### config.mk
export PLATFORM = sky130hd
export DESIGN_NAME = cat_calc_sequencer
export DESIGN_NICKNAME = d
export VERILOG_FILES = /design/src/rtl/cat_calc_sequencer.sv
export SDC_FILE = /design/constraint.sdc
export NUM_CORES = 1
export LEC_CHECK = 0
export BUFFER_PORTS_ARGS = -buffer_cell sky130_fd_sc_hd__buf_2
export CAP_MARGIN = 10
export CELL_PAD_IN_SITES_DETAIL_PLACEMENT = 1
export CELL_PAD_IN_SITES_GLOBAL_PLACEMENT = 2
export CORE_MARGIN = 4
export CORE_UTILIZATION = 30
export DETAILED_ROUTE_END_ITERATION = 10
export GPL_ROUTABILITY_DRIVEN = 1
export PLACE_DENSITY = 0.85
export SETUP_SLACK_MARGIN = 0.02
export SLEW_MARGIN = 20
export SYNTH_ARGS = -nofsm -noshare
export SYNTH_HDL_FRONTEND = slang
export SYNTH_SLANG_ARGS = --single-unit
### constraint.sdc
create_clock -name clk -period 3.53 [get_ports clk]
set_input_delay 0.706 -clock clk [delete_from_list [all_inputs] [get_ports clk]]
set_output_delay 0.706 -clock clk [all_outputs]
set_load 0.005 [all_outputs]
### src/rtl/cat_calc_sequencer.sv
// cat_calc_sequencer
//   Sits between the APB register/pixel memory and the neuron datapath.
//   In IDLE the APB write address and strobe pass straight through to the
//   pixel/weight memories. A rising edge on start takes over the shared
//   memory address, streams Num_Pixels read addresses, delays the
//   multiply-accumulate enable by the memory read latency, pulses
//   get_result and holds done until software drops start.
//
// Ports
//   clk, rst        single clock, synchronous active-high reset
//   start           level from control_reg[0]
//   apb_wr_en       APB write strobe
//   apb_addr        APB write address
//   mem_address     shared pixel/weight memory address
//   mem_en_write    pixel memory write enable (IDLE only)
//   mem_en_read     pixel/weight memory read enable
//   mac_clear       accumulator clear
//   mac_enable      accumulate current x/w pair
//   get_result      one-cycle pulse, accumulator final
//   busy            CLEAR, READ, DRAIN or RESULT
//   done            DONE state
//   start_ack       one-cycle pulse on an accepted start
//   write_dropped   one-cycle pulse, APB write lost while not IDLE
//
// state  | meaning
// IDLE   | APB owns the memory address, waiting for a start edge
// CLEAR  | clear the accumulator, reset read address
// READ   | issue read addresses 0..Num_Pixels-1
// DRAIN  | wait Mem_Latency cycles for the last data to be accumulated
// RESULT | accumulator final, pulse get_result
// DONE   | hold done until start is released
module cat_calc_sequencer #(
  parameter int Amba_Addr_Depth = 12,
  parameter int Num_Pixels      = 4096,
  parameter int Mem_Latency     = 1
) (
  input  logic                       clk,
  input  logic                       rst,
  input  logic                       start,
  input  logic                       apb_wr_en,
  input  logic [Amba_Addr_Depth-1:0] apb_addr,
  output logic [Amba_Addr_Depth-1:0] mem_address,
  output logic                       mem_en_write,
  output logic                       mem_en_read,
  output logic                       mac_clear,
  output logic                       mac_enable,
  output logic                       get_result,
  output logic                       busy,
  output logic                       done,
  output logic                       start_ack,
  output logic                       write_dropped
);

  localparam logic [Amba_Addr_Depth-1:0] LAST_ADDR  = Amba_Addr_Depth'(Num_Pixels - 1);
  localparam logic [Amba_Addr_Depth-1:0] ADDR_ONE   = Amba_Addr_Depth'(1);
  localparam logic [1:0]                 DRAIN_LOAD = 2'(Mem_Latency - 1);

  typedef enum logic [2:0] {
    IDLE   = 3'd0,
    CLEAR  = 3'd1,
    READ   = 3'd2,
    DRAIN  = 3'd3,
    RESULT = 3'd4,
    DONE   = 3'd5
  } state_t;

  state_t                       state, state_nxt;
  logic                         start_q;
  logic                         armed;
  logic                         abort_q;
  logic [Amba_Addr_Depth-1:0]   rd_addr;
  logic [Mem_Latency-1:0]       valid_pipe;
  logic [1:0]                   drain_cnt;
  logic                         accept;
  logic                         abort;

  assign mac_enable = valid_pipe[Mem_Latency-1];

  always_ff @(posedge clk) begin
    if (rst) begin
      state      <= IDLE;
      start_q    <= 1'b0;
      armed      <= 1'b0;
      abort_q    <= 1'b0;
      start_ack  <= 1'b0;
      rd_addr    <= '0;
      valid_pipe <= '0;
      drain_cnt  <= '0;
    end else begin
      state     <= state_nxt;
      start_q   <= start;
      // A start level still high across reset must go low before it can
      // trigger again, so acceptance waits until start has been seen low.
      armed     <= armed | ~start;
      abort_q   <= abort;
      start_ack <= accept;

      if (state == CLEAR || abort)
        rd_addr <= '0;
      else if (state == READ)
        rd_addr <= (rd_addr == LAST_ADDR) ? '0 : rd_addr + ADDR_ONE;

      if (abort) begin
        valid_pipe <= '0;
      end else begin
        valid_pipe[0] <= mem_en_read;
        for (int i = 1; i < Mem_Latency; i++)
          valid_pipe[i] <= valid_pipe[i-1];
      end

      if (state != DRAIN && state_nxt == DRAIN)
        drain_cnt <= DRAIN_LOAD;
      else if (state == DRAIN && drain_cnt != 2'd0)
        drain_cnt <= drain_cnt - 2'd1;
    end
  end

  always_comb begin
    state_nxt     = state;
    accept        = 1'b0;
    abort         = 1'b0;
    mem_en_read   = 1'b0;
    mac_clear     = abort_q;
    get_result    = 1'b0;
    busy          = 1'b0;
    done          = 1'b0;
    mem_en_write  = apb_wr_en & (state == IDLE);
    write_dropped = apb_wr_en & (state != IDLE);
    mem_address   = (state == IDLE) ? apb_addr : rd_addr;

    case (state)
      IDLE: begin
        if (start && !start_q && armed) begin
          accept    = 1'b1;
          state_nxt = CLEAR;
        end
      end
      CLEAR: begin
        busy      = 1'b1;
        mac_clear = 1'b1;
        if (!start) abort = 1'b1;
        else        state_nxt = READ;
      end
      READ: begin
        busy        = 1'b1;
        mem_en_read = 1'b1;
        if (!start)                    abort = 1'b1;
        else if (rd_addr == LAST_ADDR) state_nxt = DRAIN;
      end
      DRAIN: begin
        busy = 1'b1;
        if (!start)                 abort = 1'b1;
        else if (drain_cnt == 2'd0) state_nxt = RESULT;
      end
      RESULT: begin
        busy       = 1'b1;
        get_result = 1'b1;
        state_nxt  = DONE;
      end
      DONE: begin
        done = 1'b1;
        if (!start) state_nxt = IDLE;
      end
      default: state_nxt = IDLE;
    endcase

    if (abort) state_nxt = IDLE;
  end

endmodule
# Word level (Yosys, flattened, before mapping)
# Cells that the tools add are included.
[classes]
n_addsub = 2
eq_ne = 8
muxes = 19
bitwise_logic = 5
reduce_logical = 16
[op_table]
columns = ["operator", "n"]
rows = [
  ["two-way mux 12 bit", 2],
  ["two-way mux 3 bit", 8],
  ["case mux 3 bit (6 select lines)", 1],
  ["adder 12 x 1 -> 12 bit, second input constant", 1],
  ["equality test 12 bit, second input constant", 1],
  ["equality test 3 x 2 -> 1 bit, second input constant", 3],
  ["two-way mux 1 bit", 8],
  ["OR reduction 2 bit", 4],
  ["equality test 3 bit, second input constant", 2],
  ["logical AND 1 bit", 4],
  ["OR reduction 4 bit", 1],
  ["equality test 3 x 1 -> 1 bit, second input constant", 1],
  ["logical NOT 3 bit", 1],
  ["!= test 3 x 2 -> 1 bit, second input constant", 1],
  ["nonzero test 3 bit", 1],
  ["OR reduction 3 bit", 1],
  ["bitwise AND 1 bit", 2],
  ["logical NOT 2 bit", 1],
  ["inverter 1 bit", 2],
  ["nonzero test 2 bit", 1],
  ["subtractor 2 x 1 -> 2 bit, second input constant", 1],
  ["logical NOT 1 bit", 1],
  ["logical OR 1 bit", 1],
  ["OR 1 bit", 1],
]
[word_totals]
reg_bits = 22
in_bits = 16
output_inout_bits = 21
word_cells = 58

# Logic depth before layout (Yosys ltp)
[depth]
ltp_word = 9
depth_mapped = 6
mapped_depth_nobuf = 6

# Worst setup path after synthesis
# No wires, ideal clock.
[synth_timing]
path_type = "register to output"
start = "reg state[2]"
end = "out mem_en_write"
arrival_ns = 1.446
required_ns = 2.824
path_slack_ns = 1.378
path_stages_with_launch = 5
n_path_buf = 2
cell_sequence = "dfxtp_1 clkbuf_1 nor3_2 clkbuf_1 and2_1"
[synth_between]
elab_chain_cells = 2
[synth_lines]
columns = ["item", "line_no", "rtl"]
rows = [
  ["start, declared", "67", "state_t state, state_nxt;"],
  ["start signal, assigned", "90", "state <= state_nxt;"],
  ["logical NOT 3 bit", "127", "mem_en_write = apb_wr_en & (state == IDLE);"],
  ["bitwise AND 1 bit", "127", ""],
  ["end, declared", "43", "output logic mem_en_write,"],
]
# Every way passes these cells.

# Worst setup path in the final report
[layout_timing]
start = "reg state[0]"
end = "out mem_address[11]"
[layout_between]
elab_chain_cells = 2
[layout_lines]
columns = ["item", "line_no", "rtl"]
rows = [
  ["logical NOT 3 bit", "129", "mem_address = (state == IDLE) ? apb_addr : rd_addr;"],
  ["two-way mux 12 bit", "129", ""],
  ["end, declared", "42", "output logic [Amba_Addr_Depth-1:0] mem_address,"],
]
# Every way passes these cells.

==> summary.md <==
| Metric | Value |
|---|---|
| Crit path from | state[0] |
| Simple-gate share of the synthesized area | between 20 and 30% |
| Post-synth EDFFs | 0 |
| Yosys cell types | 34 |
| Initial Util | 31.65% |
| Post-synth top area cell | dfxtp_1 |
| Rel. slew slack | approximately 36% |
| Cells along the critical path | nor3_2 > mux2_2 > buf_2 |
| RSZ-0062 raised after global routing | false |
| Global-route wire length before repair | ~5400 um |
| Ant diodes | 0 |
| Largest net degree at the start of global routing | 16 |
| Max-cap viol count | 0 |
| Iter 0 DRT Violations | 64 |
| Sequential fraction of the synthesis area | a little under two fifths |
| Adder-cell share of the synthesized area | 2.128% |
| Final setup viols | 0 |
| Fin crit share | 77.86% |
| Core area | approximately 3700 um^2 |
| Fin area | ~1500 um^2 |
| Routed len/inst | approximately 14 um |
| Vias in the first global route | around 1,200 |
| Main synth FF type | dfxtp_1 |
| Largest stage delay, worst path | just over 0.8 ns |
| Area after DPL | approximately 1400 um^2 |
| Root buf cell | clkbuf_8 |
| Reg-to-Reg Start | state[1] |
| Drt via density | roughly 5 |
| Worst-Margin Slew | between 0.9 and 1 ns |
| # rows | 22 |
| HP Class | reg -> reg |
| DIE AREA | 4986 um^2 |
| Final #Nets | approximately 200 |
| Clock Path Buffers | 2 |
| Final hold vios | 0 |
| RePlAce Congestion | 0.8326 |
| Fraction of layout instances using a drive strength above 1 | just under 30% |
| CP arrival | roughly 2 ns |
| Synth Register Bits | 22 |
| Post-route ant nets | 0 |
| Pwr dens | ~340 nW/um^2 |
| Via Count | around 1,100 |
| Mux contribution to synthesized area | 8.617% |
| Crit-path max FO | 14 |
| Hold_buf cts | 0 |
| Post-Synth XOR/XNOR Area | 6.702% |
| Top Ports | 37 |
| Post-DP HPWL | roughly 2400 um |
| R2r setup slk | approximately 1.2 ns |
| H-Tree Level Count | 1 |
| Post-CTS Setup Inserts | 0 |
| Aggregate global-route resource usage | 13.20% |
| Synthesized area | ~1200 um^2 |
| Asr flop ratio synth | 0% |
| Worst flop-to-flop path endpoint | rd_addr[8] |
| CTS clk-pin slew, worst paths | approximately 0.080 ns |
| Mean Syn Cell Area | around 8.3 um^2 |
| Sinks on Clock Net | 22 |
| VDD IR max | approximately 190 uV |
| Total grt overflow | 0 |
| CTS tree | yes |
| I/O Buffers | 36 |
| Leakage Power | 0.6083 nW |
| CP endpoint kind | output pin |
| Status | complete, no violations |
| Setup TNS | 0 ns |
| Total of warnings raised by yosys | 0 |
| Max Fclk | 363.8 MHz |
| Worst path required time | 2.82 ns |
| Startpoint Class | flip-flop |
| Largest family of logic cells by synthesized area | simple AND/OR/NAND/NOR gates |
| Post-Layout Cell Count | around 230 |
| Fin crit period | between 2 and 3 ns |
| Cts bufs inserted | 3 |
| Initial antenna violation count | 0 |
| Placed cells | ~220 |
| Slowest CP cell | nor3_2 |
| Drt total wl | between 3000 and 4000 um |
| Max Clock Skew | about 0.0047 ns |
| Post_cts resized | 0 |
| Gate Count Post-Synth | roughly 140 |
| DRT Pass-1 Iters | 4 |
| Cells on worst reg2reg path | 4 |
| Die Span X | about 70 um |
| Synth top area cells | dfxtp_1 (37%), mux2_2 (8.6%), xnor2_1 (5.2%), nor2_1 (4.1%), nand2_1 (3.8%) |
| Drc violations | 0 |
| Die height | slightly above 70 um |
| Final Slew Violations | 0 |
| Syn_nets | between 150 and 200 |
| Post-synthesis compound-gate area fraction | 11.38% |
| Worst skew pair latency | about 0.27 ns |
| Worst setup path class | reg -> out |
| Top cell type's share of synthesized area | 37.45% |
| CP endpoint | mem_address[11] |
| Area growth syn-to-layout | 23.83% |
[where the power goes]
group	leakage, nW	internal (mW)	total, mW	switching [mW]
clock	0.0288	0.0996	0.185	0.0856
sequential	0.178	0.251	0.255	0.00370
combinational	0.402	0.0319	0.0619	0.0299
total	0.608	0.383	0.502	0.119
[cell type report]
| type | instances | area, um^2 |
|---|---|---|
| Multi-Input combinational cell | 103 | 671.9 |
| Fill cell | 470 | 2260 |
| Inverter | 11 | 41.29 |
| Tap cell | 48 | 60.06 |
| Clock buffer | 4 | 55.05 |
| Timing Repair Buffer | 37 | 187.7 |
| Sequential cell | 22 | 440.4 |
[how the worst min path moves through the flow]
| stage | end | cells past startpoint | from | slack, ns |
|---|---|---|---|---|
| final | start_ack | 1 | start_q | 0.45 |
| after detailed placement | start_ack | 1 | start_q | 0.43 |
| after global placement | start_ack | 1 | start_q | 0.44 |
| after global routing | start_ack | 1 | start_q | 0.47 |
| after floorplan | start_ack | 1 | start_q | 0.40 |
| after CTS | start_ack | 1 | start_q | 0.45 |
[placed cells by master (no fill, tap or decap)]
master / netlist / layout
buf_2: 0 / 36
dfxtp_1: 22 / 22
nor2_1: 13 / 13
nand2_1: 12 / 12
inv_1: 11 / 11
mux2_2: 9 / 9
o21ai_0: 7 / 7
xnor2_1: 7 / 7
a21oi_1: 7 / 7
nor4_1: 5 / 5
nand3_1: 4 / 4
nor3_1: 4 / 4
or3_1: 4 / 4
clkbuf_8: 0 / 4
nand2b_1: 3 / 3
nand4_1: 3 / 3
and2_1: 2 / 2
nor2b_1: 2 / 2
o21bai_1: 2 / 2
xor2_1: 2 / 2
nor4bb_1: 2 / 2
ha_1: 2 / 2
or3b_1: 1 / 1
nor3b_1: 1 / 1
and3b_1: 1 / 1
nor3_2: 1 / 1
o21a_1: 1 / 1
a21o_1: 1 / 1
or4_4: 1 / 1
a2bb2oi_1: 1 / 1
nand3b_1: 1 / 1
and3_1: 1 / 1
a311oi_1: 1 / 1
o22ai_1: 1 / 1
o311a_1: 1 / 1
buf_4: 0 / 1
[cell families after synthesis]
group	Yosys count
AO/OA/AOI/OAI	22
XOR/XNOR	9
adder cells (fa/ha/maj)	2
buffers and inverters	17
flip-flops	22
multiplexers	9
AND/OR/NAND/NOR	61
[synth_stat cells, drive strengths merged (2+ instances only)]
cell,number
nor4bb,2
nor4,5
nand3,4
mux2,9
nor2,13
clkbuf,6
inv,11
nor3,5
nand4,3
or3,4
o21bai,2
and2,2
xor2,2
nor2b,2
a21oi,7
o21ai,7
nand2b,3
xnor2,7
dfxtp,22
nand2,12
ha,2
[worst max-delay path: cells and delay by family (launching register included)]
family                 cells  cell delay [ns]
and+or+nand+nor            1             0.81
buffers and inverters      1             0.13
DFF                        1             0.42
muxes                      1             0.42
[routing by layer]
layer	part of all wire, %	wire length (um)	GRT usage (%)
met1	40	1241	14.36
met2	52	1606	24.64
met3	6.5	200	3.835
met4	1.4	43	3.967
met5	0	0	0
[state kept, by name (all words and copies together) (netlist names)]
| signal | flops |
|---|---|
| drain_cnt | 2 |
| start_q | 1 |
| rd_addr | 12 |
| state | 3 |
| start_ack | 1 |
| mac_enable | 1 |
| abort_q | 1 |
| armed | 1 |
[metrics by stage]
| step | hold WS, ns | util (%) | setup WS (ns) | total power, mW |
|---|---|---|---|---|
| after global routing | 0.4669 | 39.19 | 0.5829 | 0.5261 |
| after detailed placement | 0.4301 | 37.71 | 1.042 | 0.3241 |
| after CTS | 0.4466 | 39.19 | 0.7228 | 0.5132 |
| after global placement | 0.4411 | 37.71 | 1.096 | 0.3217 |
| final | 0.4452 | 39.19 | 0.7815 | 0.5019 |
| after floorplan | 0.3988 | - | 1.378 | 0.2933 |
No activity file was read; power rests on OpenSTA's default activity.
